`src/rtl/factorial_pkg.sv`:
```
`default_nettype none
// ============================================================================
//  Module   : factorial_pkg
//  Purpose  : Shared types and constants for the factorial controller slice.
//  Revision : 1.0  initial release
// ============================================================================
package factorial_pkg;

    localparam int DEF_WIDTH   = 16;
    localparam int DEF_N_WIDTH = 4;

    // Port 1 owns the accumulator, port 2 owns the down-counter.
    localparam logic ACC_ADDR = 1'b0;
    localparam logic CNT_ADDR = 1'b1;

    typedef enum logic [2:0] {
        S_IDLE  = 3'd0,
        S_INIT  = 3'd1,
        S_CHECK = 3'd2,
        S_MUL   = 3'd3,
        S_WB    = 3'd4,
        S_FIN   = 3'd5
    } state_t;

endpackage
`default_nettype wire

```
`src/rtl/factorial_if.sv`:
```
`default_nettype none
// ============================================================================
//  Module   : factorial_if
//  Purpose  : Request/result handshake plus register-file port bundle.
//  Revision : 1.0  initial release
// ============================================================================
interface factorial_if
    import factorial_pkg::*;
#(
    parameter int WIDTH   = DEF_WIDTH,
    parameter int N_WIDTH = DEF_N_WIDTH
);
    logic               START;
    logic [N_WIDTH-1:0] N_IN;
    logic               BUSY;
    logic               DONE;
    logic               OVF;
    logic [WIDTH-1:0]   RESULT;
    logic               WE1;
    logic               WE2;
    logic               WA1;
    logic               WA2;
    logic [WIDTH-1:0]   DATA_IN1;
    logic [WIDTH-1:0]   DATA_IN2;
    logic               REA1;
    logic               REA2;
    logic               RAA1;
    logic               RAA2;
    logic [WIDTH-1:0]   RDA1;
    logic [WIDTH-1:0]   RDA2;

    // slave: the controller; master: requester plus register file
    modport slave (
        input  START, N_IN, RDA1, RDA2,
        output BUSY, DONE, OVF, RESULT,
        output WE1, WE2, WA1, WA2, DATA_IN1, DATA_IN2,
        output REA1, REA2, RAA1, RAA2
    );

    modport master (
        output START, N_IN, RDA1, RDA2,
        input  BUSY, DONE, OVF, RESULT,
        input  WE1, WE2, WA1, WA2, DATA_IN1, DATA_IN2,
        input  REA1, REA2, RAA1, RAA2
    );
endinterface
`default_nettype wire

```
`src/rtl/mul_shift_add.sv`:
```
`default_nettype none
// ============================================================================
//  Module   : mul_shift_add
//  Purpose  : Iterative shift-add multiplier, one multiplier bit per cycle.
//  Revision : 1.0  initial release
// ============================================================================
module mul_shift_add #(
    parameter int WIDTH      = 16,
    parameter int MUL_CYCLES = WIDTH
) (
    input  wire logic               CLK,
    input  wire logic               RST,
    input  wire logic               LOAD,
    input  wire logic [WIDTH-1:0]   A,
    input  wire logic [WIDTH-1:0]   B,
    output logic                    BUSY,
    output logic [2*WIDTH-1:0]      PRODUCT
);
    localparam int            CW   = $clog2(MUL_CYCLES + 1);
    localparam logic [CW-1:0] LAST = CW'(MUL_CYCLES - 1);

    logic [2*WIDTH-1:0] mcand_q, mcand_d;
    logic [WIDTH-1:0]   mplier_q, mplier_d;
    logic [2*WIDTH-1:0] prod_q, prod_d;
    logic [CW-1:0]      iter_q, iter_d;
    logic               run_q, run_d;

    always_comb begin
        mcand_d  = mcand_q;
        mplier_d = mplier_q;
        prod_d   = prod_q;
        iter_d   = iter_q;
        run_d    = run_q;
        if (LOAD) begin
            mcand_d  = {{WIDTH{1'b0}}, A};
            mplier_d = B;
            prod_d   = '0;
            iter_d   = '0;
            run_d    = 1'b1;
        end else if (run_q) begin
            if (mplier_q[0]) begin
                prod_d = prod_q + mcand_q;
            end
            mcand_d  = mcand_q << 1;
            mplier_d = mplier_q >> 1;
            iter_d   = iter_q + CW'(1);
            if (iter_q == LAST) begin
                run_d = 1'b0;
            end
        end
    end

    always_ff @(posedge CLK or posedge RST) begin
        if (RST) begin
            mcand_q  <= '0;
            mplier_q <= '0;
            prod_q   <= '0;
            iter_q   <= '0;
            run_q    <= 1'b0;
        end else begin
            mcand_q  <= mcand_d;
            mplier_q <= mplier_d;
            prod_q   <= prod_d;
            iter_q   <= iter_d;
            run_q    <= run_d;
        end
    end

    // Drops during the final iteration so the consumer steps out on the
    // same edge that completes the product.
    assign BUSY    = run_q && (iter_q != LAST);
    assign PRODUCT = prod_q;

endmodule
`default_nettype wire

```
`src/rtl/factorial_ctrl.sv`:
```
`default_nettype none
// ============================================================================
//  Module   : factorial_ctrl
//  Purpose  : Sequences N! over a 2-entry register file (ACC, CNT).
//  Revision : 1.0  initial release
// ============================================================================
module factorial_ctrl
    import factorial_pkg::*;
#(
    parameter int WIDTH      = DEF_WIDTH,
    parameter int N_WIDTH    = DEF_N_WIDTH,
    parameter int MUL_CYCLES = WIDTH
) (
    input  wire logic CLK,
    input  wire logic RST,
    factorial_if.slave bus
);
    state_t             state_q, state_d;
    logic [N_WIDTH-1:0] n_q, n_d;
    logic [WIDTH-1:0]   cnt_q, cnt_d;
    logic [WIDTH-1:0]   result_q, result_d;
    logic               ovf_q, ovf_d;
    logic               busy_q, busy_d;
    logic               done_q, done_d;
    logic               we_q, we_d;
    logic               rea_q, rea_d;

    logic               mul_load;
    logic               mul_busy;
    logic [2*WIDTH-1:0] mul_product;
    logic [WIDTH-1:0]   data_in1;
    logic [WIDTH-1:0]   data_in2;

    mul_shift_add #(
        .WIDTH      (WIDTH),
        .MUL_CYCLES (MUL_CYCLES)
    ) u_mul (
        .CLK     (CLK),
        .RST     (RST),
        .LOAD    (mul_load),
        .A       (bus.RDA1),
        .B       (bus.RDA2),
        .BUSY    (mul_busy),
        .PRODUCT (mul_product)
    );

    always_comb begin
        state_d  = state_q;
        n_d      = n_q;
        cnt_d    = cnt_q;
        result_d = result_q;
        ovf_d    = ovf_q;
        mul_load = 1'b0;
        case (state_q)
            S_IDLE: begin
                if (bus.START) begin
                    n_d     = bus.N_IN;
                    ovf_d   = 1'b0;
                    state_d = S_INIT;
                end
            end
            S_INIT:  state_d = S_CHECK;
            S_CHECK: begin
                if (bus.RDA2 <= WIDTH'(1)) begin
                    result_d = bus.RDA1;
                    state_d  = S_FIN;
                end else begin
                    cnt_d    = bus.RDA2;
                    mul_load = 1'b1;
                    state_d  = S_MUL;
                end
            end
            S_MUL: begin
                if (!mul_busy) begin
                    state_d = S_WB;
                end
            end
            S_WB: begin
                ovf_d   = ovf_q | (|mul_product[2*WIDTH-1:WIDTH]);
                state_d = S_CHECK;
            end
            S_FIN:   state_d = S_IDLE;
            default: state_d = S_IDLE;
        endcase

        // Strobes are decoded from the next state so they line up with it.
        busy_d = (state_d != S_IDLE);
        done_d = (state_d == S_FIN);
        we_d   = (state_d == S_INIT) || (state_d == S_WB);
        rea_d  = (state_d == S_CHECK);
    end

    always_ff @(posedge CLK or posedge RST) begin
        if (RST) begin
            state_q  <= S_IDLE;
            n_q      <= '0;
            cnt_q    <= '0;
            result_q <= '0;
            ovf_q    <= 1'b0;
            busy_q   <= 1'b0;
            done_q   <= 1'b0;
            we_q     <= 1'b0;
            rea_q    <= 1'b0;
        end else begin
            state_q  <= state_d;
            n_q      <= n_d;
            cnt_q    <= cnt_d;
            result_q <= result_d;
            ovf_q    <= ovf_d;
            busy_q   <= busy_d;
            done_q   <= done_d;
            we_q     <= we_d;
            rea_q    <= rea_d;
        end
    end

    always_comb begin
        data_in1 = '0;
        data_in2 = '0;
        case (state_q)
            S_INIT: begin
                data_in1 = WIDTH'(1);
                data_in2 = {{(WIDTH-N_WIDTH){1'b0}}, n_q};
            end
            S_WB: begin
                data_in1 = mul_product[WIDTH-1:0];
                data_in2 = cnt_q - WIDTH'(1);
            end
            default: ;
        endcase
    end

    assign bus.BUSY     = busy_q;
    assign bus.DONE     = done_q;
    assign bus.OVF      = ovf_q;
    assign bus.RESULT   = result_q;
    assign bus.WE1      = we_q;
    assign bus.WE2      = we_q;
    assign bus.WA1      = ACC_ADDR;
    assign bus.WA2      = we_q ? CNT_ADDR : ACC_ADDR;
    assign bus.DATA_IN1 = data_in1;
    assign bus.DATA_IN2 = data_in2;
    assign bus.REA1     = rea_q;
    assign bus.REA2     = rea_q;
    assign bus.RAA1     = ACC_ADDR;
    assign bus.RAA2     = rea_q ? CNT_ADDR : ACC_ADDR;

endmodule
`default_nettype wire
```
`src/flat_wrapper.sv`:
```
// flat-port wrapper written by rule: the top's interface ports become plain ports
module factorial_ctrl_flat import factorial_pkg::*;
#(
    parameter int WIDTH      = DEF_WIDTH,
    parameter int N_WIDTH    = DEF_N_WIDTH,
    parameter int MUL_CYCLES = WIDTH
)
  (CLK, RST, bus_START, bus_N_IN, bus_RDA1, bus_RDA2, bus_BUSY, bus_DONE, bus_OVF, bus_RESULT, bus_WE1, bus_WE2, bus_WA1, bus_WA2, bus_DATA_IN1, bus_DATA_IN2, bus_REA1, bus_REA2, bus_RAA1, bus_RAA2);
  factorial_if #(.WIDTH(WIDTH), .N_WIDTH(N_WIDTH)) bus_i ();
  input  wire logic CLK;
  input  wire logic RST;
  input wire logic [$bits(bus_i.START)-1:0] bus_START;
  input wire logic [$bits(bus_i.N_IN)-1:0] bus_N_IN;
  input wire logic [$bits(bus_i.RDA1)-1:0] bus_RDA1;
  input wire logic [$bits(bus_i.RDA2)-1:0] bus_RDA2;
  output wire logic [$bits(bus_i.BUSY)-1:0] bus_BUSY;
  output wire logic [$bits(bus_i.DONE)-1:0] bus_DONE;
  output wire logic [$bits(bus_i.OVF)-1:0] bus_OVF;
  output wire logic [$bits(bus_i.RESULT)-1:0] bus_RESULT;
  output wire logic [$bits(bus_i.WE1)-1:0] bus_WE1;
  output wire logic [$bits(bus_i.WE2)-1:0] bus_WE2;
  output wire logic [$bits(bus_i.WA1)-1:0] bus_WA1;
  output wire logic [$bits(bus_i.WA2)-1:0] bus_WA2;
  output wire logic [$bits(bus_i.DATA_IN1)-1:0] bus_DATA_IN1;
  output wire logic [$bits(bus_i.DATA_IN2)-1:0] bus_DATA_IN2;
  output wire logic [$bits(bus_i.REA1)-1:0] bus_REA1;
  output wire logic [$bits(bus_i.REA2)-1:0] bus_REA2;
  output wire logic [$bits(bus_i.RAA1)-1:0] bus_RAA1;
  output wire logic [$bits(bus_i.RAA2)-1:0] bus_RAA2;
  assign bus_i.START = bus_START;
  assign bus_i.N_IN = bus_N_IN;
  assign bus_i.RDA1 = bus_RDA1;
  assign bus_i.RDA2 = bus_RDA2;
  assign bus_BUSY = bus_i.BUSY;
  assign bus_DONE = bus_i.DONE;
  assign bus_OVF = bus_i.OVF;
  assign bus_RESULT = bus_i.RESULT;
  assign bus_WE1 = bus_i.WE1;
  assign bus_WE2 = bus_i.WE2;
  assign bus_WA1 = bus_i.WA1;
  assign bus_WA2 = bus_i.WA2;
  assign bus_DATA_IN1 = bus_i.DATA_IN1;
  assign bus_DATA_IN2 = bus_i.DATA_IN2;
  assign bus_REA1 = bus_i.REA1;
  assign bus_REA2 = bus_i.REA2;
  assign bus_RAA1 = bus_i.RAA1;
  assign bus_RAA2 = bus_i.RAA2;
  factorial_ctrl #(.WIDTH(WIDTH), .N_WIDTH(N_WIDTH), .MUL_CYCLES(MUL_CYCLES)) u_core (.CLK(CLK), .RST(RST), .bus(bus_i));
endmodule
```
`config.mk`:
```
export PLATFORM = sky130hd
export DESIGN_NAME = factorial_ctrl_flat
export DESIGN_NICKNAME = d
export VERILOG_FILES = /design/src/rtl/factorial_pkg.sv /design/src/rtl/factorial_if.sv /design/src/rtl/mul_shift_add.sv /design/src/rtl/factorial_ctrl.sv /design/src/flat_wrapper.sv
export SDC_FILE = /design/constraint.sdc
export NUM_CORES = 1
export LEC_CHECK = 0
export ABC_AREA = 1
export BUFFER_PORTS_ARGS = -buffer_cell sky130_fd_sc_hd__clkbuf_2
export CORE_MARGIN = 5
export CORE_UTILIZATION = 44
export CTS_BUF_LIST = sky130_fd_sc_hd__clkbuf_8
export DETAILED_ROUTE_END_ITERATION = 10
export SLEW_MARGIN = 5
export SYNTH_ARGS = -nofsm -noshare
export SYNTH_HDL_FRONTEND = slang
export SYNTH_HIERARCHICAL = 1
export SYNTH_SLANG_ARGS = --single-unit
```
`constraint.sdc`:
```
create_clock -name CLK -period 4.8 [get_ports CLK]
set_clock_uncertainty 0.05 [all_clocks]
set_input_delay 0.24 -clock CLK [delete_from_list [all_inputs] [get_ports CLK]]
set_output_delay 0.24 -clock CLK [all_outputs]
set_load 0.005 [all_outputs]
```
; ---- Word-level counts from Yosys, hierarchy flattened
; Index checks and enable logic that the tools add are counted.
[op_classes]
n_addsub = 3
n_mul = 0
div_mod_pow = 0
magnitude_cmp = 1
eq_ne = 11
n_shift = 0
mux = 24
bitwise_logic = 2
reduce_logical = 14
[op_table]
columns = cell, n
row1 = 32-bit 2-to-1 mux, 5
row2 = 16-bit case mux with 2 select lines, 2
row3 = 32-bit adder, 1
row4 = 16-bit 2-to-1 mux, 2
row5 = 16-bit by 1-bit less-or-equal comparator with 1-bit output (second input constant), 1
row6 = 16-bit OR reduction, 1
row7 = 16-bit by 1-bit subtractor with 16-bit output (second input constant), 1
row8 = 3-bit case mux with 4 select lines, 1
row9 = 5-bit 2-to-1 mux, 2
row10 = 2-bit AND reduction, 5
row11 = 3-bit by 2-bit equality test with 1-bit output (second input constant), 3
row12 = 3-bit equality test (second input constant), 3
row13 = 3-bit 2-to-1 mux, 3
row14 = 1-bit 2-to-1 mux, 8
row15 = 3-bit by 1-bit equality test with 1-bit output (second input constant), 2
row16 = 2-bit nonzero test, 3
row17 = 5-bit by 1-bit adder with 5-bit output (second input constant), 1
row18 = 5-bit by 4-bit equality test with 1-bit output (second input constant), 1
row19 = 5-bit by 4-bit inequality test with 1-bit output (second input constant), 1
row20 = 3-bit zero test, 1
row21 = 3-bit nonzero test, 1
row22 = 2-bit inequality test (second input constant), 1
row23 = 1-bit case mux with 2 select lines, 1
row24 = 2-bit OR reduction, 1
row25 = other kinds (4), 4
[totals]
register_bits = 130
latch_bits = 0
ram_bits = 0
romBits = 0
input_bits = 39
out_inout_bits = 59
wordCells = 69
memories = 0

; ---- Longest topological paths before layout
; Gate-level depths: netlist of the first run.
[depth]
ltp_word = 6
depth_mapped = 14
mapped_depth_nobuf = 14

; ---- By module
; The synthesis of the first run kept the hierarchy.
[by_module_without_submodules]
columns = mod, n_inst, cells_per_inst, area_per_inst_um2, seq_area_each_um2
row1 = mul_shift_add, 1, 853, 5733.0, 2152.1
row2 = factorial_ctrl, 1, 331, 2396.0, 1101.1

; ---- Worst setup path after synthesis of the first run
; OpenSTA, ideal clock, no wires.
[synth_timing]
path_type = reg2reg
from = register u_core.state_q[0]
to = register u_core.u_mul.prod_q[0] (netlist: u_core/u_mul/PRODUCT[0])
t_arrival_ns = 1.878
required_time_ns = 4.629
slack_ns = 2.751
path_stages_with_launch = 11
path_buffers = 3
path_cell_list = dfrtp_1 > nor3_4 > nand2_4 > inv_4 > buf_6 > buf_2 > inv_1 > o21ai_1 > inv_1 > buf_2 > a22o_1
[synth_between]
elab_chain_cells = 4
[synth_rtl]
columns = element, line_no
row1 = from (decl), factorial_ctrl.sv:18  ; state_t state_q, state_d;
row2 = from (signal assigned), factorial_ctrl.sv:105  ; state_q <= state_d;
row3 = 3-bit by 2-bit equality test with 1-bit output *, factorial_ctrl.sv:54  ; case (state_q)
row4 = 1-bit 2-to-1 mux *, factorial_ctrl.sv:54
row5 = via u_core.mul_load, factorial_ctrl.sv:28  ; logic mul_load;
row6 = 2-bit nonzero test (no source line), n/a
row7 = 2-bit AND reduction (no source line), n/a
row8 = to (signal assigned), mul_shift_add.sv:63  ; prod_q <= prod_d;
row9 = to (decl), mul_shift_add.sv:24  ; logic [2*WIDTH-1:0] prod_q, prod_d;
; Mark *: on every way through the listed nets, which the timed path passes. The rest lies on a longest branch.
; A chain may end at the register's enable or synchronous reset.

; ---- Worst setup path in the final report of the first run
[layout_timing]
from = input bus_RDA2[14]
to = register u_core.u_mul.mcand_q[1]
[layout_between]
elab_chain_cells = 4
[layout_rtl]
columns = element, line_no
row1 = from (decl), flat_wrapper.sv:15  ; input wire logic [$bits(bus_i.RDA2)-1:0] bus_RDA2;
row2 = 16-bit by 1-bit less-or-equal comparator with 1-bit output *, factorial_ctrl.sv:64  ; if (bus.RDA2 <= WIDTH'(1)) begin
row3 = 1-bit 2-to-1 mux *, factorial_ctrl.sv:64
row4 = 1-bit 2-to-1 mux *, factorial_ctrl.sv:54
row5 = 32-bit 2-to-1 mux / 2-bit nonzero test (equally long branches), n/a
row6 = to (signal assigned), mul_shift_add.sv:61  ; mcand_q <= mcand_d;
row7 = to (decl), mul_shift_add.sv:22  ; logic [2*WIDTH-1:0] mcand_q, mcand_d;
; Mark *: on every way between the ends. The rest lies on a longest branch, timed or not.

==> impl_metrics.csv, run 1 <==
group,metric,value,unit
finish,fillers,1842,
placement,pre_cts_slack,1.39,ns
worst_setup_path,crit_path_end_kind,"flip-flop",
routing,via_count,7534,
placement,gp_congestion,0.889,
clock_tree,cts.htree.levels,4,
worst_setup_path,crit_arrival,3.88,ns
logic_synthesis,ys_seq_elements,130,
placement,port_buffers,95,
pwr,power_density,522,nW/um2
logic_synthesis,ys_seq_area_share,40.0,%
worst_setup_path,path_delay_family,"buffers and inverters",
worst_setup_path,slowest_delay,1.07,ns
run_status,status,"completed",
finish,nets,1371,
worst_setup_path,cp.required,5.09,ns
worst_setup_path,crit_type,"input pin to flip-flop",
timing,tightest_slew,1.30,ns
routing,highest_layer,"met4",
floorplan,core-area,18100,um2
finish,drive_gt1_share,11.6,%
clock_tree,cts_buffers,17,
routing,routed_wl,21.8,mm
timing,period_minus_slack,3.60,ns
routing,wl_met1,10.6,mm
logic_synthesis,synth_ff_type,"dfrtp_1",
logic_synthesis,yosysTopAreaCell,"dfrtp_1",
finish,layoutNonFillerInstCount,1537,
timing,finalWorstSetupSlack,1.20,ns
hold_path,hp-class,"input pin to flip-flop",
timing,setup_viol,0,
logic_synthesis,syn_area,8130,um2
timing,max_freq,0.278,GHz
clock_tree,cts_hold_buf,27,
worst_setup_path,start_kind,"input pin",
worst_setup_path,path_cells,"dlygate4sd3_1 > clkbuf_2 > nor2_1 > nand2_1 > nor2_2 > nand2_1 > nand2_4 > inv_4 > nor2_2 > inv_1 > o221ai_1",
worst_setup_path,critPathBufInv,4,
worst_setup_path,worst-path-max-fanout,62,
grt,grt_pass1_wl,36.9,mm
clock_tree,clkSlewWorstSetupHoldPaths,0.07,ns
grt,grt_max_degree,63,
finish,antenna_cells,0,
worst_setup_path,crit_slowest_cell,"nor2_2",
logic_synthesis,yosys_warnings,6,
routing,dr.pass1.iters,7,
pwr,report.power.total,4.88,mW
logic_synthesis,synthesis.instances,1184,
timing,slew_headroom,13.1,%
clock_tree,post_cts_buffers,0,
routing,drtIter0Drc,541,
placement,placed_area,8730,um2
routing,detail_route.wl_per_cell,14.2,um
timing,rsz0062_at_grt,"false",
flow_run,cap_violations,0,
floorplan,initial_utilization,44.9,%
logic_synthesis,syn_area_per_cell,6.87,um2
floorplan,die_area,21300,um2
grt,grt_use_total,21.1,%
clock_tree,cts_resized,0,
floorplan,io_pins,98,
logic_synthesis,async_reset_ff_share,100,%
finish,final_util,51.7,%
timing,final.setup.tns,0,ns
grt,antenna_found_initial,0,
finish,regArea,3250,um2
routing,drtAntennaViolNets,0,
finish,fin_area,9350,um2
logic_synthesis,synth_top_area_share,40.0,%
timing,period_share,74.9,%
routing,dr_wl_met3,1.16,mm
clock_tree,cts_sinks,130,
timing,final_hold_viol_count,0,
worst_setup_path,rr_worst_depth,7,
routing,drc_errors,0,
placement,hpwl,16.5,mm
placement,place_inst,1480,
logic_synthesis,synthTopCellsByArea,"dfrtp_1 (40%), nand2_1 (21%), inv_1 (8.9%)",
hold_path,whs_path_depth,3,
pwr,power_leakage,5.33,nW
floorplan,die_w,146,um
logic_synthesis,yosysUniqueCellTypes,45,
finish,areaGrowthSynthToFinish,15.0,%
timing,slew_violations,0,
logic_synthesis,synth_edf_count,0,
finish,multi_input_area,3950,um2
floorplan,die_y,146,um
clock_tree,cts_tree,"done",
floorplan,rows,49,
clock_tree,clockBufferDepth,2,
routing,wl_met2,9.52,mm
pwr,ir_drop,0.327,mV
routing,avgViaCountPerCell,4.90,
clock_tree,cts_root_buffer,"clkbuf_8",
grt,grt-ovfl-total,0,
clock_tree,clk_latency,0.44,ns
grt,grt_pass1_vias,7308,
worst_setup_path,crit_cells,11,
timing,timing.hold.ws,0.0375,ns
-- power breakdown --
group | internal [mW] | switching (mW)
registers | 1.46 | 0.290
logic | 0.743 | 1.52
clock network | 0.425 | 0.435
-- cell usage after synthesis (2+ instances only) --
| cell type | count |
|---|---|
| nand2_2 | 4 |
| nor2_1 | 102 |
| nor4_1 | 2 |
| clkinv_1 | 2 |
| o21a_1 | 2 |
| nand4_1 | 6 |
| xnor2_1 | 2 |
| buf_6 | 2 |
| o22ai_1 | 19 |
| ha_1 | 34 |
| inv_1 | 193 |
| xor2_1 | 2 |
| nand3b_1 | 3 |
| o21bai_1 | 3 |
| a22oi_1 | 27 |
| nand2_1 | 445 |
| or2_2 | 2 |
| o21ai_1 | 15 |
| dfrtp_1 | 130 |
| nor2_2 | 7 |
| nand3_2 | 3 |
| o31ai_1 | 3 |
| nand3_1 | 50 |
| o21ai_0 | 31 |
| nor3_1 | 8 |
| buf_2 | 14 |
| a21oi_1 | 43 |
| inv_2 | 2 |
| clkbuf_1 | 6 |
| buf_4 | 7 |
-- tightest hold or removal path, stage by stage --
cell,delay [ns]
clkbuf_2,0.11
nand2_1,0.07
o21ai_1,0.06
-- layout by cell type, fill, tap and decap left out, types with 19 or more instances in the layout --
master         count
a21oi_1           43
ha_1              34
o22ai_1           19
nand2_1          445
clkbuf_2          95
a22oi_1           27
nand3_1           50
o21ai_0           31
inv_1            193
nor2_1           101
dlygate4sd3_1     27
clkbuf_8          19
dfrtp_1          130
-- layer usage --
layer / vias to the layer above / global-route usage [%]
met5: - / 0
met4: 0 / 6.65
met3: 37 / 4.24
met2: 189 / 32.7
met1: 3394 / 29.7
li1: 3914 / -
-- cells by family (layout without fill, tap and decap cells) --
family                   Yosys count  after routing  share of synthesized area, %
flip-flops                       130            130                          40.0
XOR/XNOR                           4              4                         0.431
buffers and inverters            230            353                          11.5
AO/OA/AOI/OAI                    148            148                          10.7
AND/OR/NAND/NOR                  636            636                          31.8
adder cells (fa/ha/maj)           35             35                          5.48
other                              1              2                        0.0461
-- flip-flops by register name, summed over array words and instances, names as in the netlist, 3 cells and up --
signal and count:
u_core/n_q 4, u_core/u_mul/mcand_q 32, u_core/u_mul/mplier_q 16, u_core/state_q 3
u_core/cnt_q 16, u_core/u_mul/PRODUCT 32, u_core/u_mul/iter_q 5, u_core/bus.RESULT 16
-- cell type report --
class	count	area share, %
sequential	130	34.8
clock inverter	11	0.977
clock buffer	19	2.80
tap	229	3.06
inverter	199	8.04
timing repair buffer	124	8.14
multi-input combinational	825	42.2
-- path summary, 6_finish.rpt --
path / start / to / slack (ns)
max in group asynchronous: RST / u_core/u_mul/PRODUCT[21]$_DFFE_PP0P_ / 3.24
min in group asynchronous: RST / u_core/u_mul/PRODUCT[5]$_DFFE_PP0P_ / 0.31
worst max-delay path: bus_RDA2[14] / u_core/u_mul/mcand_q[1]$_DFFE_PP0P_ / 1.20
worst min register to register: u_core/u_mul/iter_q[3]$_DFFE_PP0P_ / u_core/u_mul/iter_q[3]$_DFFE_PP0P_ / 0.42
worst max register to register: u_core/state_q[1]$_DFF_PP0_ / u_core/u_mul/mcand_q[1]$_DFFE_PP0P_ / 1.52
worst min-delay path: bus_RDA2[11] / u_core/cnt_q[11]$_DFFE_PP0P_ / 0.04
(Power assumes the default switching activity.)
==> inputs of run 2 (changes only) <==
Clock period 4.8 ns to 3.7 ns, I/O delays scaled along.
==> run 2 against run 1 <==
Core utilization rose by 1.1 points. Sequential power rose by 30%. Clock power rose by 48%. Total power rose by 34%. Global-route usage fell by 0.14 points. First-iteration DRC count rose by 4.1%. Critical path type unchanged. Largest cell class unchanged. Highest routed layer unchanged.
==> impl_metrics.csv, run 2 (synthesis gave the netlist of run 1 again) <==
group,metric,value,unit
run_status,status,"completed",
hold_path,whs_path_depth,3,
clock_tree,cts_sinks,130,
pwr,power_leakage,5.43,nW
worst_setup_path,r2r_slack,1.02,ns
floorplan,die_y,146,um
finish,final_util,52.8,%
hold_path,hp-class,"input pin to flip-flop",
routing,drtIter0Drc,563,
routing,drc_errors,0,
placement,port_buffers,95,
finish,areaGrowthSynthToFinish,17.5,%
timing,slew_violations,0,
clock_tree,cts_tree,"done",
routing,detail_route.wl_per_cell,14.1,um
hold_path,hold_start,"bus_START",
pwr,p_sw_share,45.9,%
floorplan,die_w,146,um
timing,final_hold_viol_count,0,
routing,via_count,7590,
clock_tree,cts_resized,0,
timing,period_share,79.9,%
timing,rsz0062_at_grt,"false",
worst_setup_path,crit_type,"input pin to flip-flop",
pwr,ir_drop,0.291,mV
worst_setup_path,timing.rr.start,"u_core/state_q[1]$_DFF_PP0_",
flow_run,cap_violations,0,
clock_tree,cts.htree.levels,4,
pwr,power_density,682,nW/um2
pwr,sequentialPowerShare,35.0,%
timing,final.setup.tns,0,ns
placement,placed_area,8780,um2
placement,hpwl,16.6,mm
worst_setup_path,start_kind,"input pin",
worst_setup_path,cp.required,3.98,ns
finish,layout_commonest_cell,"nand2_1",
floorplan,core-area,18100,um2
timing,max_freq,0.338,GHz
routing,routed_wl,21.9,mm
grt,grt_use_total,20.9,%
timing,period_minus_slack,2.96,ns
clock_tree,cts_root_buffer,"clkbuf_8",
floorplan,rows,49,
finish,fillers,1793,
timing,slew_headroom,33.5,%
floorplan,die_area,21300,um2
grt,antenna_found_initial,0,
pwr,combPwrFrac,45.6,%
hold_path,whs_endpoint,"u_core/bus.WE1$_DFF_PP0_",
finish,fin_area,9560,um2
grt,grt_pass1_vias,7115,
timing,tightest_slew,0.996,ns
timing,setup_viol,0,
clock_tree,clockBufferDepth,2,
clock_tree,clk_latency,0.44,ns
worst_setup_path,worst-path-max-fanout,61,
worst_setup_path,timing.rr.end,"u_core/u_mul/mcand_q[1]$_DFFE_PP0P_",
floorplan,initial_utilization,44.9,%
grt,grt-ovfl-total,0,
finish,mostFrequentLayoutCells,"nand2_1 (445), inv_1 (191), dfrtp_1 (130)",
routing,avgViaCountPerCell,4.88,
worst_setup_path,startpoint,"bus_RDA2[5]",
grt,grt_pass1_wl,36.3,mm
floorplan,io_pins,98,
finish,antenna_cells,0,
routing,drtAntennaViolNets,0,
pwr,pwr-share-clk,19.4,%
clock_tree,cts_buffers,17,
pwr,p_switching,2.99,mW
worst_setup_path,crit_arrival,3.24,ns
routing,dr.pass1.iters,5,
clock_tree,clkSlewWorstSetupHoldPaths,0.08,ns
pwr,p_int,3.52,mW
placement,gp_congestion,0.913,
finish,nets,1388,
grt,grt_max_degree,62,
worst_setup_path,rr_worst_depth,9,
finish,drive_gt1_share,12.3,%
worst_setup_path,crit_path_end_kind,"flip-flop",
-- run 2: cell types whose count changed in the layout (fill, tap and decap cells not counted) --
cell and delta:
dlygate4sd3_1 +10, buf_4 +7, inv_6 +4, clkbuf_8 -2, clkinv_2 -2, clkinv_4 +2, inv_1 -2, inv_8 +2
bufinv_16 +1, clkinvlp_4 -1
-- run 2: repair_timing --
item | CTS | global route
setup buffers | 0 | 0
endpoints found under the hold margin | 121 | 0
hold buffers | 37 | 0
-- run 2: worst max-delay path by stage --
| stage | slack [ns] | to | cells past startpoint |
|---|---|---|---|
| global placement | 1.01 | u_core/u_mul/mcand_q[1]$_DFFE_PP0P_ | 12 |
| floorplan | 1.24 | u_core/u_mul/PRODUCT[0]$_DFFE_PP0P_ | 1 |
| detailed placement | 0.90 | u_core/u_mul/mcand_q[1]$_DFFE_PP0P_ | 12 |
| CTS | 0.82 | u_core/u_mul/mcand_q[1]$_DFFE_PP0P_ | 13 |
| finish | 0.74 | u_core/u_mul/mcand_q[1]$_DFFE_PP0P_ | 13 |
| global route | 0.48 | u_core/u_mul/mplier_q[13]$_DFFE_PP0P_ | 13 |
-- run 2: worst max-delay path, stage by stage --
cell,delay (ns)
dlygate4sd3_1,0.55
clkbuf_2,0.13
nor2_1,0.11
nand2_1,0.07
nor2_2,0.17
nand2_1,0.11
nand2_4,0.13
inv_4,0.04
buf_4,0.32
nor2_2,0.19
buf_4,0.33
clkinv_1,0.53
o221ai_1,0.36
-- run 2: cell type report --
cell class	instances	area, um2	area share (%)
clock buffer	17	234	2.45
clock inverter	15	171	1.79
inverter	199	752	7.87
multi-input combinational	825	3950	41.3
sequential	130	3250	34.0
tap	229	287	3.00
timing repair buffer	141	913	9.56
-- run 2: stage by stage --
stage	power [mW]	hold WS (ns)	std cells	setup WS, ns
finish	6.52	0.128	1556	0.744
global route	7.12	0.128	1556	0.484
CTS	6.55	0.102	1556	0.816
detailed placement	5.23	0.110	1487	0.900
global placement	5.21	0.111	1487	1.01
floorplan	4.43	0.245	1185	1.24
-- run 2: per-layer routing --
layer | share of wire [%] | track usage (%) | wire length (um)
met4 | 1.7 | 6.55 | 383
met2 | 44 | 32.3 | 9710
met3 | 4.9 | 3.92 | 1080
met1 | 49 | 29.9 | 10800
met5 | 0 | 0 | 0
-- run 2: power groups by stage --
stage / Combinational, mW / Sequential, mW / Clock, mW
after floorplan: 2.27 / 2.17 / 0
after global placement: 2.91 / 2.31 / 0
after detailed placement: 2.93 / 2.30 / 0
after CTS: 2.97 / 2.27 / 1.30
after global routing: 3.42 / 2.33 / 1.36
final: 2.97 / 2.28 / 1.27
